File: config.mk
export PLATFORM = sky130hd
export DESIGN_NAME = cache_refill_engine
export DESIGN_NICKNAME = d
export VERILOG_FILES = /design/src/rtl/torrence_types.sv /design/src/rtl/cache_refill_engine_wrap_counter.sv /design/src/rtl/cache_refill_engine.sv
export SDC_FILE = /design/constraint.sdc
export NUM_CORES = 1
export LEC_CHECK = 0
export BUFFER_PORTS_ARGS = -buffer_cell sky130_fd_sc_hd__buf_2
export CORE_UTILIZATION = 30
export CTS_BUF_LIST = sky130_fd_sc_hd__clkbuf_8 sky130_fd_sc_hd__clkbuf_16
export CTS_CLUSTER_DIAMETER = 80
export DETAILED_ROUTE_END_ITERATION = 8
export GPL_TIMING_DRIVEN = 1
export PLACE_DENSITY_LB_ADDON = 0.08
export SLEW_MARGIN = 15
export SYNTH_ARGS = -nofsm -noshare
export SYNTH_HDL_FRONTEND = slang
export SYNTH_SLANG_ARGS = --single-unit
export TNS_END_PERCENT = 30
File: constraint.sdc
create_clock -name clk -period 2.05 [get_ports clk]
set_clock_uncertainty 0.15 [all_clocks]
set_input_delay 0.3075 -clock clk [delete_from_list [all_inputs] [get_ports clk]]
set_output_delay 0.3075 -clock clk [all_outputs]
set_load 0.05 [all_outputs]
File: src/rtl/torrence_types.sv
// Shared types and width helpers for the cache refill engine.
package torrence_types;

  localparam int WORD_W     = 32;
  localparam int WORD_BYTES = WORD_W / 8;

  typedef enum logic [2:0] {
    IDLE,
    WB_REQ,
    FILL_REQ,
    FILL_WAIT,
    DONE
  } refill_state_e;

  // Index width that never collapses to zero bits.
  function automatic int clog2_min1(input int n);
    return (n <= 2) ? 1 : $clog2(n);
  endfunction

  function automatic int beat_bits(input int xlen, input int beat_words);
    return xlen * beat_words;
  endfunction

endpackage

File: src/rtl/cache_refill_engine_wrap_counter.sv
// Beat counter: loadable start index wrapping modulo BEATS; `last` tracks
// how many beats have moved, not where the index currently points.
module wrap_counter #(
  parameter int BEATS = 4,
  parameter int W     = 2
) (
  input  logic         clk,
  input  logic         reset,
  input  logic         load,
  input  logic [W-1:0] start,
  input  logic         tick,
  output logic [W-1:0] idx,
  output logic         last
);

  logic [W-1:0] cnt;

  always_ff @(posedge clk) begin
    if (reset) begin
      idx <= '0;
      cnt <= '0;
    end else if (load) begin
      idx <= start;
      cnt <= '0;
    end else if (tick) begin
      idx <= (idx == W'(BEATS - 1)) ? '0 : idx + 1'b1;
      cnt <= cnt + 1'b1;
    end
  end

  assign last = (cnt == W'(BEATS - 1));

endmodule

File: src/rtl/cache_refill_engine.sv
// Burst writeback/fill engine between the cache data array and higher memory.
// CACHE_REFILL_CWF_EN selects critical-word-first wrap order with early restart.
module cache_refill_engine
  import torrence_types::*;
#(
  parameter int LINE_SIZE  = 32,
  parameter int XLEN       = 32,
  parameter int BEAT_WORDS = 1,
  localparam int OFS_SIZE         = $clog2(LINE_SIZE),
  localparam int WORD_SELECT_SIZE = clog2_min1(LINE_SIZE / WORD_BYTES),
  localparam int BEATS            = LINE_SIZE / (WORD_BYTES * BEAT_WORDS),
  localparam int BSEL_W           = clog2_min1(BEATS),
  localparam int BEAT_W           = beat_bits(XLEN, BEAT_WORDS)
) (
  input  logic                        clk,
  input  logic                        reset,
  input  logic                        start_fill,
  input  logic                        start_writeback,
  input  logic [XLEN-OFS_SIZE-1:0]    fill_block_address,
  input  logic [XLEN-OFS_SIZE-1:0]    wb_block_address,
  input  logic [WORD_SELECT_SIZE-1:0] fill_word_select,
  output logic                        hmem_req_valid,
  input  logic                        hmem_req_ready,
  output logic                        hmem_req_write,
  output logic [XLEN-1:0]             hmem_req_address,
  output logic [BEAT_W-1:0]           hmem_store_beat,
  input  logic                        hmem_resp_valid,
  input  logic [BEAT_W-1:0]           hmem_loaded_beat,
  output logic [BSEL_W-1:0]           array_beat_select,
  output logic                        array_write,
  input  logic [BEAT_W-1:0]           array_read_data,
  output logic                        critical_valid,
  output logic [XLEN-1:0]             critical_word,
  output logic                        busy,
  output logic                        done
);

  localparam int SUB_SH   = $clog2(BEAT_WORDS);
  localparam int BEAT_OFS = $clog2(WORD_BYTES * BEAT_WORDS);
  localparam int BLK_W    = XLEN - OFS_SIZE;

  refill_state_e state, next_state;

  logic [BLK_W-1:0]            fill_blk_q, wb_blk_q;
  logic [WORD_SELECT_SIZE-1:0] fill_word_q;
  logic                        fill_pending;

  logic              cnt_load, cnt_tick, beat_last;
  logic [BSEL_W-1:0] cnt_start, fill_start, beat_idx;

  logic [BSEL_W-1:0] crit_beat;
  logic              crit_hit;
  logic [XLEN-1:0]   crit_word_sel;
  int                crit_sub;

  function automatic logic [XLEN-1:0] beat_addr(input logic [BLK_W-1:0] blk,
                                                input logic [BSEL_W-1:0] b);
    return {blk, {OFS_SIZE{1'b0}}} | (XLEN'(b) << BEAT_OFS);
  endfunction

  wrap_counter #(.BEATS(BEATS), .W(BSEL_W)) u_beat_cnt (
    .clk   (clk),
    .reset (reset),
    .load  (cnt_load),
    .start (cnt_start),
    .tick  (cnt_tick),
    .idx   (beat_idx),
    .last  (beat_last)
  );

`ifdef CACHE_REFILL_CWF_EN
  // From IDLE the latches are not loaded yet, so take the live select.
  logic [WORD_SELECT_SIZE-1:0] word_src;
  assign word_src   = (state == IDLE) ? fill_word_select : fill_word_q;
  assign fill_start = BSEL_W'(word_src >> SUB_SH);
`else
  assign fill_start = '0;
`endif

  assign crit_beat     = BSEL_W'(fill_word_q >> SUB_SH);
  assign crit_sub      = int'(fill_word_q) % BEAT_WORDS;
  assign crit_word_sel = hmem_loaded_beat[crit_sub*XLEN +: XLEN];
  assign crit_hit      = (state == FILL_WAIT) && hmem_resp_valid && (beat_idx == crit_beat);

  always_ff @(posedge clk) begin
    if (reset) state <= IDLE;
    else       state <= next_state;
  end

  always_comb begin
    next_state = state;
    cnt_load   = 1'b0;
    cnt_tick   = 1'b0;
    cnt_start  = fill_start;
    case (state)
      IDLE: begin
        if (start_writeback) begin
          next_state = WB_REQ;
          cnt_load   = 1'b1;
          cnt_start  = '0;
        end else if (start_fill) begin
          next_state = FILL_REQ;
          cnt_load   = 1'b1;
        end
      end
      WB_REQ: begin
        cnt_tick = hmem_req_ready;
        if (hmem_req_ready && beat_last) begin
          next_state = fill_pending ? FILL_REQ : DONE;
          cnt_load   = fill_pending;
        end
      end
      FILL_REQ:  if (hmem_req_ready) next_state = FILL_WAIT;
      FILL_WAIT: begin
        cnt_tick = hmem_resp_valid;
        if (hmem_resp_valid) next_state = beat_last ? DONE : FILL_REQ;
      end
      DONE:      next_state = IDLE;
      default:   next_state = IDLE;
    endcase
  end

`ifndef CACHE_REFILL_CWF_EN
  logic [XLEN-1:0] crit_q;
  logic            crit_q_vld;

  // Without early restart the critical word is held and reported with done.
  always_ff @(posedge clk) begin
    if (reset) begin
      crit_q     <= '0;
      crit_q_vld <= 1'b0;
    end else if (state == IDLE) begin
      crit_q_vld <= 1'b0;
    end else if (crit_hit) begin
      crit_q     <= crit_word_sel;
      crit_q_vld <= 1'b1;
    end
  end
`endif

  always_comb begin
    hmem_req_valid    = 1'b0;
    hmem_req_write    = 1'b0;
    hmem_req_address  = '0;
    hmem_store_beat   = '0;
    array_write       = 1'b0;
    array_beat_select = beat_idx;
    busy              = (state != IDLE);
    done              = (state == DONE);
    case (state)
      WB_REQ: begin
        hmem_req_valid   = 1'b1;
        hmem_req_write   = 1'b1;
        hmem_req_address = beat_addr(wb_blk_q, beat_idx);
        hmem_store_beat  = array_read_data;
      end
      FILL_REQ: begin
        hmem_req_valid   = 1'b1;
        hmem_req_address = beat_addr(fill_blk_q, beat_idx);
      end
      FILL_WAIT: array_write = hmem_resp_valid;
      default: ;
    endcase
`ifdef CACHE_REFILL_CWF_EN
    critical_valid = crit_hit;
    critical_word  = crit_hit ? crit_word_sel : '0;
`else
    critical_valid = (state == DONE) && crit_q_vld;
    critical_word  = critical_valid ? crit_q : '0;
`endif
  end

  always_ff @(posedge clk) begin
    if (reset) begin
      fill_blk_q   <= '0;
      wb_blk_q     <= '0;
      fill_word_q  <= '0;
      fill_pending <= 1'b0;
    end else if (state == IDLE) begin
      if (start_fill) begin
        fill_blk_q  <= fill_block_address;
        fill_word_q <= fill_word_select;
      end
      if (start_writeback) wb_blk_q <= wb_block_address;
      fill_pending <= start_writeback & start_fill;
    end else if (cnt_load) begin
      fill_pending <= 1'b0;
    end
  end

endmodule

Yosys cells after proc, flatten, opt, wreduce, memory -nomap -nowiden --
Cells that the tools add are included.
Storage, ports and cells: output and inout bits 105, flip-flop bits (word level) 100, logic and storage cells 62, input port bits 127
Operators by class: mux-type cells 22, add/subtract/negate cells 2, equal/unequal tests 11, reduce and logical (&&, ||, !) cells 14, bitwise operators 4
Operators by type and width (count):
- 32-bit two-way mux | 2
- 32-bit by 5-bit OR with 32-bit output | 2
- 32-bit case mux with 2 select lines | 1
- 3-bit two-way mux | 8
- 3-bit case mux with 4 select lines | 1
- 3-bit == test (second input constant) | 3
- 1-bit two-way mux | 8
- 3-bit by 1-bit adder with 3-bit output (second input constant) | 2
- 3-bit by 2-bit == test with 1-bit output (second input constant) | 2
- 2-bit != test (second input constant) | 3
- 2-bit AND reduction | 3
- 2-bit OR reduction | 3
- 1-bit logical AND | 4
- 1-bit case mux with 2 select lines | 2
- 4-bit AND reduction | 1
- 3-bit by 1-bit == test with 1-bit output (second input constant) | 1
- 3-bit == test | 1
- 3-bit zero test | 1
- 3-bit != test (second input constant) | 1
- 3-bit nonzero test | 1
- 2-bit nonzero test | 1
- 1-bit bitwise AND | 1
- 1-bit NOT | 1

Longest topological paths before layout --
Gate-level depths: netlist of the first run.
depth after elaboration 6, mapped depth 7, depth with buffers taken out 6

By module --
A second synthesis of the first run with hierarchy kept.
Unflattened totals: cell total of the unflattened synthesis 544, area, all modules 4509.3 µm²
By module, submodules not included:
- cache_refill_engine | area an instance 4196.5 µm², times used 1, sequential area each 1881.8 µm², cells an instance 516
- wrap_counter | area an instance 312.8 µm², times used 1, sequential area each 120.1 µm², cells an instance 28

Least setup slack after synthesis of the first run --
Ideal clock, no wire load.
path kind reg-to-output, start point register state[0], end point output port hmem_store_beat[22], path buffers 2, path slack -0.331 ns, arrival time 1.923 ns, data required time 1.592 ns, stages on the path, launching flop included 6, cells stage by stage dfxtp_1 > buf_2 > nand2b_1 > nor2_1 > clkbuf_1 > and2_1
Between the ends: word-level cells in the longest chain between the ends 2
RTL lines:
- from (decl) | line cache_refill_engine.sv:42 | refill_state_e state, next_state;
- from (signal assigned) | line cache_refill_engine.sv:87 | else state <= next_state;
- 3-bit by 1-bit == test with 1-bit output | line cache_refill_engine.sv:150 | case (state)
- 32-bit two-way mux | line cache_refill_engine.sv:150
- to (decl) | line cache_refill_engine.sv:26 | output logic [BEAT_W-1:0] hmem_store_beat,
Every way passes these cells.

Worst setup path in the final report of the first run --
start point register state[2], end point output port hmem_req_address[14]
Between the ends: word-level cells in the longest chain between the ends 2, elaborated cells on any way between the ends 3, those cells by class eq/ne: 2; mux: 1
RTL lines:
- 3-bit by 2-bit == test with 1-bit output or 3-bit by 1-bit == test with 1-bit output (tied branches) | line cache_refill_engine.sv:150
- 32-bit case mux with 2 select lines (*) | line cache_refill_engine.sv:150
- to (decl) | line cache_refill_engine.sv:25 | output logic [XLEN-1:0] hmem_req_address,
Every way passes the cells marked *; elsewhere a longest branch is shown, timed or not.

==> summary.txt, run 1 <==
Floorplan
  • Number of rows created at floorplan: 44
  • Die width: 124.0 µm
  • Die area: 15,380 µm²
  • Initial core utilization: 0.3073
  • Placeable core area: ~15,000 µm²
  • Chip Height: around 120 µm
  • Top-level port count: between 200 and 250

Critical path
  • Signal arrival time at the worst endpoint: ~1.7 ns
  • Cell with the largest stage delay on the worst path: sky130_fd_sc_hd__dfxtp_4
  • Critical path data required time: 1.59 ns
  • Nature of the critical path startpoint: register
  • Worst reg-to-reg path cell count: 6
  • Crit path top cell by count: sky130_fd_sc_hd__buf_6
  • Max FO, Critical Path: 8
  • Crit-path cells: nand2b_4, nor2_4, buf_6, buf_16, a22o_1, buf_6
  • CP endpoint kind: output port
  • Worst setup path endpoint: hmem_req_address[14]
  • End of the worst register-to-register path: crit_q[26]$_SDFFE_PP0P_
  • Logic depth of the worst setup path including buffers: 6
  • Register-to-register setup slack: approximately 0.070 ns
  • Number of buffer and inverter instances along the worst setup path: 3
  • Cell family with the largest share of critical-path delay: buffers and inverters
  • Largest stage delay on the critical path: ~0.36 ns
  • Launch point of the worst reg-to-reg path: state[2]$_SDFFE_PP0P_
  • Crit path from: state[2]$_SDFFE_PP0P_
  • Critical path type: register to output port

STA
  • Hold violation count in the final report: 0
  • Worst path setup slack after routing: -0.06316 ns
  • Number of endpoints failing setup at the final stage: 29
  • Setup repair after global routing missed its margin: true
  • Peak clock frequency supported by timing: 0.4732 GHz
  • Final worst path period share: 1.031
  • Final Max Slew Viols: 0
  • Minimum clock period: about 2.1 ns
  • Total negative setup slack: -0.7012 ns

Placement
  • Pre-CTS setup slack: ~0.15 ns
  • Last weighted congestion value of the routability-driven placer: 0.7556
  • Area post-placement: around 6000 µm²
  • Total of buffers placed on input and output ports: about 230
  • HPWL reported at the end of detailed placement: roughly 9.5 mm

GRT
  • GRT Util Overall: 0.1959
  • Vias in the first global route: approximately 4,300
  • Global-route wire length before repair: approximately 23 mm
  • Maximum number of pins on one net before global-route repair: 47
  • Remaining global-route overflow: 0
  • Number of antenna violations at the first check in global routing: 0

Logic synthesis
  • Netlist cell types: 32
  • Number of warning messages in the yosys log: 0
  • Portion of the post-synthesis area used by sequential elements: 0.4482
  • Syn Area/Cell: approximately 8.3 µm²
  • Flop and latch count out of synthesis: 100
  • Cell area after synthesis: 4467 µm²
  • Cell count after synthesis: 540

Power
  • Worst VDD drop: between 0.5 and 0.6 mV
  • Share of total power in sequential cells: 0.290
  • Relative contribution of combinational cells to total power: 0.504
  • Clk pwr share: 0.206
  • Static Leak: between 3 and 4 nW
  • Power Total: between 8 and 9 mW
  • Power per cell area: about 1200 nW/µm²
  • Switching power share of the total: 0.4130
  • Net switching power of the design: 3.460 mW
  • Internal Pwr Total: 4.918 mW

Routing
  • Number of DRC markers in iteration 0: around 250
  • Wire per inst: ~16 µm
  • First-pass iteration count of the detailed router: 4
  • Number of vias after detailed routing: around 4,600
  • Number of remaining DRC errors: 0
  • Via density per instance: around 4.8
  • Remaining antenna violation count: 0
  • Aggregate routed wire length: 15.73 mm

Cells and area
  • Synth-to-layout area growth: 61.26%
  • Number of fill cells: approximately 1,400
  • Net total in the final layout: between 900 and 1,000
  • End-of-flow core utilization: 0.4956
  • Diodes inserted: 0
  • Fraction of final layout cells sized beyond drive strength 1: 0.4234
  • Final non-filler cell area: 7203 µm²

Status
  • Violations in the final reports: setup timing
  • Outcome: finished, violations left

CTS
  • TritonCTS clock tree: built
  • Clock-pin slew on the worst setup and hold paths: roughly 0.07 ns
  • CTS sink cnt: 100
  • Deepest clock path buffer count: 2
  • Insertion delay of the later-clocked pin in the worst-skew pair: about 0.34 ns
  • Clock root cell: sky130_fd_sc_hd__clkbuf_16
  • Htree depth: 3
  • CTS buffer count: 9

Flow run
  • Maximum Capacitance Violations: 0

Min path
  • Hold Crit Class: primary input to register
routing by layer:
layer | wire [µm] | vias to the layer above | part of all wire | track usage
met3 | 978 | 12 | 0.062 | 0.06090
met2 | 7985 | 129 | 0.51 | 0.3243
met1 | 6618 | 2192 | 0.42 | 0.2485
met4 | 147 | 0 | 0.0093 | 0.04315
li1 | - | 2272 | - | -
met5 | 0 | - | 0 | 0
placed cells by master, fill, tap and decap left out, types with 11 or more instances in the layout:
cell,netlist,routed
sky130_fd_sc_hd__buf_6,3,79
sky130_fd_sc_hd__a22o_1,27,25
sky130_fd_sc_hd__and2_1,39,15
sky130_fd_sc_hd__mux2i_1,37,37
sky130_fd_sc_hd__a21oi_1,59,59
sky130_fd_sc_hd__buf_2,5,133
sky130_fd_sc_hd__buf_8,0,17
sky130_fd_sc_hd__buf_4,2,20
sky130_fd_sc_hd__clkbuf_16,0,11
sky130_fd_sc_hd__nand2_1,119,119
sky130_fd_sc_hd__and3_1,34,21
sky130_fd_sc_hd__dfxtp_1,100,97
sky130_fd_sc_hd__and2_4,0,15
sky130_fd_sc_hd__nor2_1,45,41
timing repair:
| item | 4_1_cts | 5_1_grt |
|---|---|---|
| gates cloned | 6 | 2 |
| hold buffers | 0 | 0 |
| pin swaps | 9 | 21 |
| gates resized for setup | 194 | 53 |
| setup endpoints to repair | 93 | 116 |
| setup buffers | 8 | 3 |
power groups by stage:
stage               clock (mW)  sequential [mW]  combinational (mW)
floorplan                    0             2.40                2.27
global placement             0             2.45                3.18
detailed placement           0             2.46                3.20
CTS                       1.78             2.42                4.18
finish                    1.72             2.43                4.23
global route              1.86             2.47                4.51
cell usage after synthesis (all sizes together):
cell type | count | area (µm²)
nand3b | 4 | 30.03
o21ai | 3 | 15.01
a22o | 27 | 236.5
buf | 12 | 81.32
nor2b | 2 | 12.51
nand2b | 3 | 18.77
and3 | 34 | 212.7
nor2 | 45 | 168.9
dfxtp | 100 | 2002
xor2 | 3 | 26.28
xnor2 | 2 | 17.52
and2 | 39 | 244.0
nand4b | 1 | 15.01
a41o | 1 | 10.01
and3b | 1 | 8.760
a21oi | 60 | 304.0
a211oi | 1 | 7.510
nor3 | 3 | 20.02
nand2 | 119 | 446.7
clkbuf | 31 | 116.4
or3 | 1 | 6.260
conb | 1 | 3.750
nor4 | 1 | 21.27
ha | 4 | 50.05
mux2i | 37 | 370.4
inv | 3 | 11.26
nand3 | 2 | 10.01
worst register-to-register path: cells and delay by family, from the launching register on:
kind	cells	cell delay, ns
AND/OR/NAND/NOR	3	0.65
buffers and inverters	2	0.43
flip-flops	1	0.36
multiplexers	1	0.28
layout make-up:
cell class / instances / area, µm² / area share
sequential: 100 / 2013 / 0.2795
inverter: 3 / 11.26 / 0.001563
tap: 184 / 230.2 / 0.03196
multi-input combinational: 395 / 2377 / 0.3300
clock inverter: 6 / 63.81 / 0.008859
clock buffer: 10 / 239.0 / 0.03318
timing repair buffer: 263 / 2268 / 0.3149
through the flow:
step | instances | hold slack, ns
6_report | 961 | 0.03924
5_1_grt | 961 | 0.03149
4_1_cts | 958 | 0.03015
3_5_place_dp | 928 | 0.2988
3_3_place_gp | 928 | 0.2919
2_1_floorplan | 541 | 0.2859
cells by family after synthesis:
kind of cell | share of synthesized area
AND/OR/NAND/NOR | 0.2720
flip-flops | 0.4482
AO/OA/AOI/OAI | 0.1283
buffers and inverters | 0.04678
multiplexers | 0.08291
XOR/XNOR | 0.009806
adder cells (fa/ha/maj) | 0.01120
other | 0.0008395
how the worst min path moves through the flow:
stage,end,startpoint,depth (start not counted),slack [ns]
floorplan,wb_blk_q[5]$_SDFFE_PP0P_,wb_blk_q[5]$_SDFFE_PP0P_,2,0.29
global placement,wb_blk_q[13]$_SDFFE_PP0P_,wb_blk_q[13]$_SDFFE_PP0P_,2,0.29
detailed placement,wb_blk_q[16]$_SDFFE_PP0P_,wb_blk_q[16]$_SDFFE_PP0P_,2,0.30
CTS,wb_blk_q[21]$_SDFFE_PP0P_,wb_block_address[21],3,0.03
global route,fill_blk_q[5]$_SDFFE_PP0P_,fill_block_address[5],3,0.03
finish,wb_blk_q[21]$_SDFFE_PP0P_,wb_block_address[21],3,0.04
flip-flops by register name (all words and copies together), names as in the netlist:
| register | cells |
|---|---|
| wb_blk_q | 27 |
| fill_blk_q | 27 |
| crit_beat | 3 |
| u_beat_cnt.idx | 3 |
| crit_q_vld | 1 |
| crit_q | 32 |
| u_beat_cnt.cnt | 3 |
| state | 3 |
| fill_pending | 1 |
No activity file was read; power rests on OpenSTA's default activity.
==> run 2: changes to the inputs <==
--- a/config.mk
+++ b/config.mk
@@ -7,7 +7,7 @@
 export LEC_CHECK = 0
 export BUFFER_PORTS_ARGS = -buffer_cell sky130_fd_sc_hd__buf_2
 export CORE_UTILIZATION = 30
-export CTS_BUF_LIST = sky130_fd_sc_hd__clkbuf_8 sky130_fd_sc_hd__clkbuf_16
+export CTS_BUF_LIST = sky130_fd_sc_hd__clkbuf_16
 export CTS_CLUSTER_DIAMETER = 80
 export DETAILED_ROUTE_END_ITERATION = 8
 export GPL_TIMING_DRIVEN = 1
==> run 2 against run 1 <==
  * The run still ends with setup timing left
  * Highest routed layer unchanged
  * Largest cell class unchanged
  * Clock power down 2%
  * Core utilization down 0.069 points
  * Clock-buffer cell count down 1
  * Critical endpoint unchanged
==> summary.txt, run 2 (synthesis results as in run 1) <==
Cells and area
  • Final non-filler cell area: 7193 µm² (was 7203 µm²)
  • Largest register FFs: 32 (unchanged)
  • Diodes inserted: 0 (unchanged)
  • End-of-flow core utilization: 0.4949 (was 0.4956)
  • Synth-to-layout area growth: 61.04% (was 61.26%)
  • Net total in the final layout: 903 (unchanged)
  • Top flop regs: crit_q x32, fill_blk_q x27, wb_blk_q x27 (unchanged)
  • Highest-count cells in the layout ignoring fill and taps: sky130_fd_sc_hd__buf_2, sky130_fd_sc_hd__nand2_1, sky130_fd_sc_hd__dfxtp_1 (unchanged)
  • Post-route insts no fill: 961 (unchanged)
  • Register with the highest flop count: crit_q (unchanged)
  • Fraction of final layout cells sized beyond drive strength 1: 0.4221 (was 0.4234)
  • Most frequent standard cell in the layout excluding fill and tap cells: sky130_fd_sc_hd__buf_2 (unchanged)

Power
  • Internal Pwr Total: 4.880 mW (was 4.918 mW)
  • Net switching power of the design: 3.456 mW (was 3.460 mW)
  • Clk pwr share: 0.202 (was 0.206)
  • Share of total power in sequential cells: 0.291 (was 0.290)
  • Switching power share of the total: 0.4145 (was 0.4130)
  • Worst VDD drop: 0.5573 mV (was 0.5581 mV)
  • Power per cell area: 1159 nW/µm² (was 1163 nW/µm²)
  • Static Leak: 3.268 nW (was 3.274 nW)
  • Relative contribution of combinational cells to total power: 0.507 (was 0.504)

Critical path
  • Nature of the critical path startpoint: register (unchanged)
  • Largest stage delay on the critical path: 0.36 ns (about the same)
  • Critical path type: register to output port (unchanged)
  • Crit-path cells: nand2b_4, nor2_4, buf_6, buf_16, a22o_1, buf_6 (unchanged)
  • CP endpoint kind: output port (unchanged)
  • Cell with the largest stage delay on the worst path: sky130_fd_sc_hd__dfxtp_4 (unchanged)
  • Crit path top cell by count: sky130_fd_sc_hd__buf_6 (unchanged)
  • Signal arrival time at the worst endpoint: 1.65 ns (was 1.66 ns)
  • Max FO, Critical Path: 8 (unchanged)
  • Critical path data required time: 1.59 ns (about the same)

Placement
  • Placed cell count: 928 (unchanged)
  • Last weighted congestion value of the routability-driven placer: 0.7556 (unchanged)
  • Area post-placement: 5903 µm² (unchanged)
  • HPWL reported at the end of detailed placement: 9.459 mm (unchanged)
  • Total of buffers placed on input and output ports: 229 (unchanged)

GRT
  • Vias in the first global route: 4,329 (unchanged)
  • Maximum number of pins on one net before global-route repair: 47 (unchanged)
  • Remaining global-route overflow: 0 (unchanged)
  • Global-route wire length before repair: 22.78 mm (unchanged)
  • Number of antenna violations at the first check in global routing: 0 (unchanged)
  • GRT Util Overall: 0.1959 (unchanged)

CTS
  • Insertion delay of the later-clocked pin in the worst-skew pair: 0.34 ns (about the same)
  • Post-CTS Hold Fix Bufs: 0 (unchanged)
  • CTS buffer count: 9 (unchanged)
  • Htree depth: 3 (unchanged)
  • Clock-pin slew on the worst setup and hold paths: 0.07 ns (about the same)
  • Deepest clock path buffer count: 2 (unchanged)
  • TritonCTS clock tree: built (unchanged)
  • Clock root cell: sky130_fd_sc_hd__clkbuf_16 (unchanged)
  • CTS sink cnt: 100 (unchanged)

Routing
  • First-pass iteration count of the detailed router: 4 (unchanged)
  • Aggregate routed wire length: 15.75 mm (was 15.73 mm)
  • Wire per inst: 16.38 µm (was 16.37 µm)
  • Number of DRC markers in iteration 0: 245 (unchanged)
  • Via density per instance: 4.802 (was 4.792)
  • Number of remaining DRC errors: 0 (unchanged)
  • Number of vias after detailed routing: 4,615 (was 4,605)
  • Remaining antenna violation count: 0 (unchanged)

Floorplan
  • Number of rows created at floorplan: 44 (unchanged)
  • Die area: 15,380 µm² (unchanged)
  • Initial core utilization: 0.3073 (unchanged)
  • Placeable core area: 14,530 µm² (unchanged)
  • Chip Height: 124.0 µm (unchanged)
  • Die width: 124.0 µm (unchanged)
  • Top-level port count: 232 (unchanged)

STA
  • Final worst path period share: 1.029 (was 1.031)
  • Hold violation count in the final report: 0 (unchanged)
  • Worst path setup slack after routing: -0.05944 ns (was -0.06316 ns)
  • Minimum clock period: 2.109 ns (was 2.113 ns)
  • Final Max Slew Viols: 0 (unchanged)
  • Number of endpoints failing setup at the final stage: 27 (was 29)
  • Setup repair after global routing missed its margin: true (unchanged)
  • Peak clock frequency supported by timing: 0.4741 GHz (was 0.4732 GHz)

Status
  • Outcome: finished, violations left (unchanged)
  • Violations in the final reports: setup timing (unchanged)

Flow run
  • Maximum Capacitance Violations: 0 (unchanged)

Min path
  • Hold Crit Class: primary input to register (unchanged)
## run 2: power groups by stage
stage	Clock [mW]	Combinational [mW]	Sequential, mW
2_1_floorplan	0	2.27	2.40
3_3_place_gp	0	3.18	2.45
3_5_place_dp	0	3.20	2.46
4_1_cts	1.74	4.18	2.42
5_1_grt	1.82	4.51	2.47
6_report	1.68	4.22	2.43
## run 2: worst paths after layout
path	from	end	slack, ns	depth (start not counted)
worst max register to register	state[2]$_SDFFE_PP0P_	crit_q[26]$_SDFFE_PP0P_	0.07	6
worst min register to register	wb_blk_q[16]$_SDFFE_PP0P_	wb_blk_q[16]$_SDFFE_PP0P_	0.31	2
worst min-delay path	wb_block_address[21]	wb_blk_q[21]$_SDFFE_PP0P_	0.04	3
worst max-delay path	state[2]$_SDFFE_PP0P_	hmem_req_address[14]	-0.06	6
## run 2: critical path, delay by kind of cell, from the launching register on
kind	cells	cell delay (ns)
buffers and inverters	3	0.46
flip-flops	1	0.36
AND/OR/NAND/NOR	2	0.31
AO/OA/AOI/OAI	1	0.17
## run 2: layout make-up
type,count,area (µm²)
clock inverter,7,67.56
multi-input combinational,395,2377
inverter,3,11.26
clock buffer,9,225.2
fill,1405,7341
tap,184,230.2
sequential,100,2013
timing repair buffer,263,2268
## run 2: metal layers
layer	vias up	track usage	share of wire
met5	-	0	0
met4	0	0.04315	0.0093
met3	12	0.06090	0.069
met2	131	0.3243	0.50
met1	2200	0.2485	0.42
li1	2272	-	-
## run 2: stage by stage
step	power, mW	setup TNS (ns)	hold WS, ns	setup slack, ns
floorplan	4.667	-2.621	0.2859	-0.08986
global placement	5.632	0	0.2919	0.1896
detailed placement	5.661	0	0.2988	0.1496
CTS	8.338	-3.237	0.03015	-0.07872
global route	8.798	-4.935	0.03149	-0.1188
finish	8.336	-0.6049	0.03947	-0.05944
## run 2: repair_timing
item	4_1_cts	5_1_grt
resized for setup	194	53
cloned	6	2
buffers inserted	8	3
setup endpoints to repair	93	116
hold endpoints to repair	0	0
pin swaps	9	21
==> run 3: changes to the inputs <==
--- a/config.mk
+++ b/config.mk
@@ -5,11 +5,11 @@
 export SDC_FILE = /design/constraint.sdc
 export NUM_CORES = 1
 export LEC_CHECK = 0
-export BUFFER_PORTS_ARGS = -buffer_cell sky130_fd_sc_hd__buf_2
 export CORE_UTILIZATION = 30
 export CTS_BUF_LIST = sky130_fd_sc_hd__clkbuf_16
 export CTS_CLUSTER_DIAMETER = 80
 export DETAILED_ROUTE_END_ITERATION = 8
+export DONT_BUFFER_PORTS = 1
 export GPL_TIMING_DRIVEN = 1
 export PLACE_DENSITY_LB_ADDON = 0.08
 export SLEW_MARGIN = 15
==> run 3 against run 2 <==
  * The run ends with hold timing, setup timing left
  * Critical path depth is the same
  * Worst hold slack got worse by 0.14 ns
  * Non-clock buffer count shrank 118
  * Clock-buffer cell count unchanged
  * Worst setup slack better by 0.018 ns
  * Combinational power is 14% higher
  * Wire length grew 1.4%
  * Clock power up 4%
  * Cell count is 12% lower
==> summary.txt, run 3 (synthesis results as in run 1) <==
Routing
  • Remaining antenna violation count: 0 (unchanged)
  • Number of DRC markers in iteration 0: 214 (was 245)
  • Number of remaining DRC errors: 0 (unchanged)
  • Aggregate routed wire length: 15.97 mm (was 15.75 mm)
  • First-pass iteration count of the detailed router: 4 (unchanged)
  • Wire per inst: 18.95 µm (was 16.38 µm)
  • Via density per instance: 4.980 (was 4.802)
  • Number of vias after detailed routing: 4,198 (was 4,615)

STA
  • Total negative setup slack: -0.6207 ns (was -0.6049 ns)
  • Number of endpoints failing setup at the final stage: 28 (was 27)
  • Final worst path period share: 1.020 (was 1.029)
  • Hold violation count in the final report: 87 (was 0)
  • Final Max Slew Viols: 0 (unchanged)
  • Slew at the pin with the worst max-slew slack: 0.5069 ns
  • Smallest hold slack: -0.09775 ns (was 0.03947 ns)
  • Setup repair after global routing missed its margin: true (unchanged)
  • Relative max-transition margin: 0.6617
  • Worst path setup slack after routing: -0.04099 ns (was -0.05944 ns)
  • Peak clock frequency supported by timing: 0.4782 GHz (was 0.4741 GHz)
  • Minimum clock period: 2.091 ns (was 2.109 ns)

Cells and area
  • Diodes inserted: 0 (unchanged)
  • Most frequent standard cell in the layout excluding fill and tap cells: sky130_fd_sc_hd__nand2_1 (was sky130_fd_sc_hd__buf_2)
  • Number of fill cells: 1,303 (was 1,405)
  • Register with the highest flop count: crit_q (unchanged)
  • Fraction of final layout cells sized beyond drive strength 1: 0.3763 (was 0.4221)
  • Final non-filler cell area: 7750 µm² (was 7193 µm²)
  • Top flop regs: crit_q x32, fill_blk_q x27, wb_blk_q x27 (unchanged)
  • Highest-count cells in the layout ignoring fill and taps: sky130_fd_sc_hd__nand2_1, sky130_fd_sc_hd__dfxtp_1, sky130_fd_sc_hd__buf_12 (was sky130_fd_sc_hd__buf_2, sky130_fd_sc_hd__nand2_1, sky130_fd_sc_hd__dfxtp_1)
  • Synth-to-layout area growth: 73.50% (was 61.04%)
  • End-of-flow core utilization: 0.5332 (was 0.4949)
  • Largest register FFs: 32 (unchanged)
  • Net total in the final layout: 785 (was 903)

Power
  • Power per cell area: 1163 nW/µm² (was 1159 nW/µm²)
  • Static Leak: 3.087 nW (was 3.268 nW)
  • Clk pwr share: 0.193 (was 0.202)
  • Relative contribution of combinational cells to total power: 0.532 (was 0.507)
  • Internal Pwr Total: 5.357 mW (was 4.880 mW)
  • Net switching power of the design: 3.656 mW (was 3.456 mW)
  • Share of total power in sequential cells: 0.274 (was 0.291)
  • Switching power share of the total: 0.4056 (was 0.4145)
  • Power Total: 9.012 mW (was 8.336 mW)
  • Worst VDD drop: 0.4871 mV (was 0.5573 mV)

CTS
  • Htree depth: 3 (unchanged)
  • Clock root cell: sky130_fd_sc_hd__clkbuf_16 (unchanged)
  • Deepest clock path buffer count: 2 (unchanged)
  • TritonCTS clock tree: built (unchanged)
  • CTS sink cnt: 100 (unchanged)
  • CTS buffer count: 9 (unchanged)
  • Insertion delay of the later-clocked pin in the worst-skew pair: 0.35 ns (was 0.34 ns)
  • Clock-pin slew on the worst setup and hold paths: 0.07 ns (about the same)

Floorplan
  • Placeable core area: 14,530 µm² (unchanged)
  • Initial core utilization: 0.3073 (unchanged)
  • Number of rows created at floorplan: 44 (unchanged)
  • Top-level port count: 232 (unchanged)
  • Die area: 15,380 µm² (unchanged)
  • Die width: 124.0 µm (unchanged)
  • Chip Height: 124.0 µm (unchanged)

Critical path
  • Nature of the critical path startpoint: register (unchanged)
  • Cell family with the largest share of critical-path delay: buffers and inverters (unchanged)
  • Signal arrival time at the worst endpoint: 1.63 ns (was 1.65 ns)
  • Register-to-register setup slack: 0.12 ns (was 0.07 ns)
  • Crit-path cells: nand2b_4, nor2_4, buf_4, clkbuf_16, a22o_4, buf_12 (was nand2b_4, nor2_4, buf_6, buf_16, a22o_1, buf_6)
  • End of the worst register-to-register path: crit_q[14]$_SDFFE_PP0P_ (was crit_q[26]$_SDFFE_PP0P_)
  • Largest stage delay on the critical path: 0.38 ns (was 0.36 ns)
  • CP endpoint kind: output port (unchanged)
  • Max FO, Critical Path: 7 (was 8)
  • Launch point of the worst reg-to-reg path: state[2]$_SDFFE_PP0P_ (unchanged)
  • Critical path data required time: 1.59 ns (about the same)
  • Number of buffer and inverter instances along the worst setup path: 3 (unchanged)
  • Worst reg-to-reg path cell count: 6 (unchanged)
  • Cell with the largest stage delay on the worst path: sky130_fd_sc_hd__dfxtp_4 (unchanged)
  • Critical path type: register to output port (unchanged)

GRT
  • Vias in the first global route: 3,988 (was 4,329)
  • Remaining global-route overflow: 0 (unchanged)
  • GRT Util Overall: 0.1914 (was 0.1959)
  • Number of antenna violations at the first check in global routing: 0 (unchanged)
  • Maximum number of pins on one net before global-route repair: 97 (was 47)
  • Global-route wire length before repair: 21.97 mm (was 22.78 mm)

Flow run
  • Maximum Capacitance Violations: 0 (unchanged)

Min path
  • Hold depth: 1 (was 3)
  • Endpoint of the worst hold-timing path: crit_beat[2]$_SDFFE_PP0P_ (was wb_blk_q[21]$_SDFFE_PP0P_)
  • Hold Crit Class: primary input to register (unchanged)
  • Start point of the worst hold path: reset (was wb_block_address[21])

Status
  • Outcome: finished, violations left (unchanged)
  • Violations in the final reports: hold timing, setup timing (was setup timing)

Placement
  • Area post-placement: 6414 µm² (was 5903 µm²)
  • HPWL reported at the end of detailed placement: 9.566 mm (was 9.459 mm)
  • Last weighted congestion value of the routability-driven placer: 0.7318 (was 0.7556)
  • Pre-CTS setup slack: 0.1392 ns (was 0.1496 ns)
  • Total of buffers placed on input and output ports: 0 (was 229)
run 3: how the worst max path moves through the flow:
stage / from / end / slack [ns] / depth (start not counted)
after CTS: state[2]$_SDFFE_PP0P_ / hmem_req_address[16] / -0.06 / 6
after detailed placement: state[0]$_SDFFE_PP0P_ / hmem_req_address[5] / 0.14 / 5
after global placement: state[0]$_SDFFE_PP0P_ / hmem_req_address[12] / 0.18 / 5
final: state[2]$_SDFFE_PP0P_ / hmem_req_address[17] / -0.04 / 6
after floorplan: state[0]$_SDFFE_PP0P_ / hmem_req_address[12] / -0.09 / 6
after global routing: state[2]$_SDFFE_PP0P_ / hmem_req_address[11] / -0.09 / 6
run 3: cell type report:
class	instances	area (µm²)	share of cell area
clock inverter	7	75.07	0.009687
sequential	100	2014	0.2599
multi-input combinational	395	2734	0.3528
clock buffer	9	225.2	0.02906
timing repair buffer	145	2460	0.3174
tap	184	230.2	0.02971
inverter	3	11.26	0.001453
run 3: worst reg2reg max path: stages (launching register included):
cell and delay, ns:
sky130_fd_sc_hd__dfxtp_4 0.37, sky130_fd_sc_hd__buf_4 0.14, sky130_fd_sc_hd__nand4b_2 0.24, sky130_fd_sc_hd__nor4_4 0.35
sky130_fd_sc_hd__buf_12 0.27, sky130_fd_sc_hd__mux2i_1 0.27, sky130_fd_sc_hd__nor2_1 0.05
run 3: power by group through the flow:
stage | registers (mW) | clock network [mW] | logic (mW)
2_1_floorplan | 2.40 | 0 | 2.27
3_3_place_gp | 2.43 | 0 | 3.67
3_5_place_dp | 2.44 | 0 | 3.70
4_1_cts | 2.44 | 1.80 | 4.31
5_1_grt | 2.51 | 1.89 | 5.07
6_report | 2.47 | 1.74 | 4.80
run 3: per-stage QoR:
stage | std cells | hold slack, ns
floorplan | 541 | 0.2859
global placement | 785 | 0.2555
detailed placement | 785 | 0.2587
CTS | 812 | -0.1162
global route | 843 | -0.1166
finish | 843 | -0.09775
run 3: repair_timing:
item                                    4_1_cts  5_1_grt
resized for setup                            61       50
pin swaps                                    31       47
endpoints found under the hold margin        91       91
setup buffers                                 7        5
endpoints found under the setup margin       93       90
gates cloned                                  4        8
run 3: metal layers:
metal,GRT usage,routed length (µm)
met1,0.2375,6778
met2,0.3097,7851
met3,0.06181,1148
met4,0.06771,194
met5,0,0
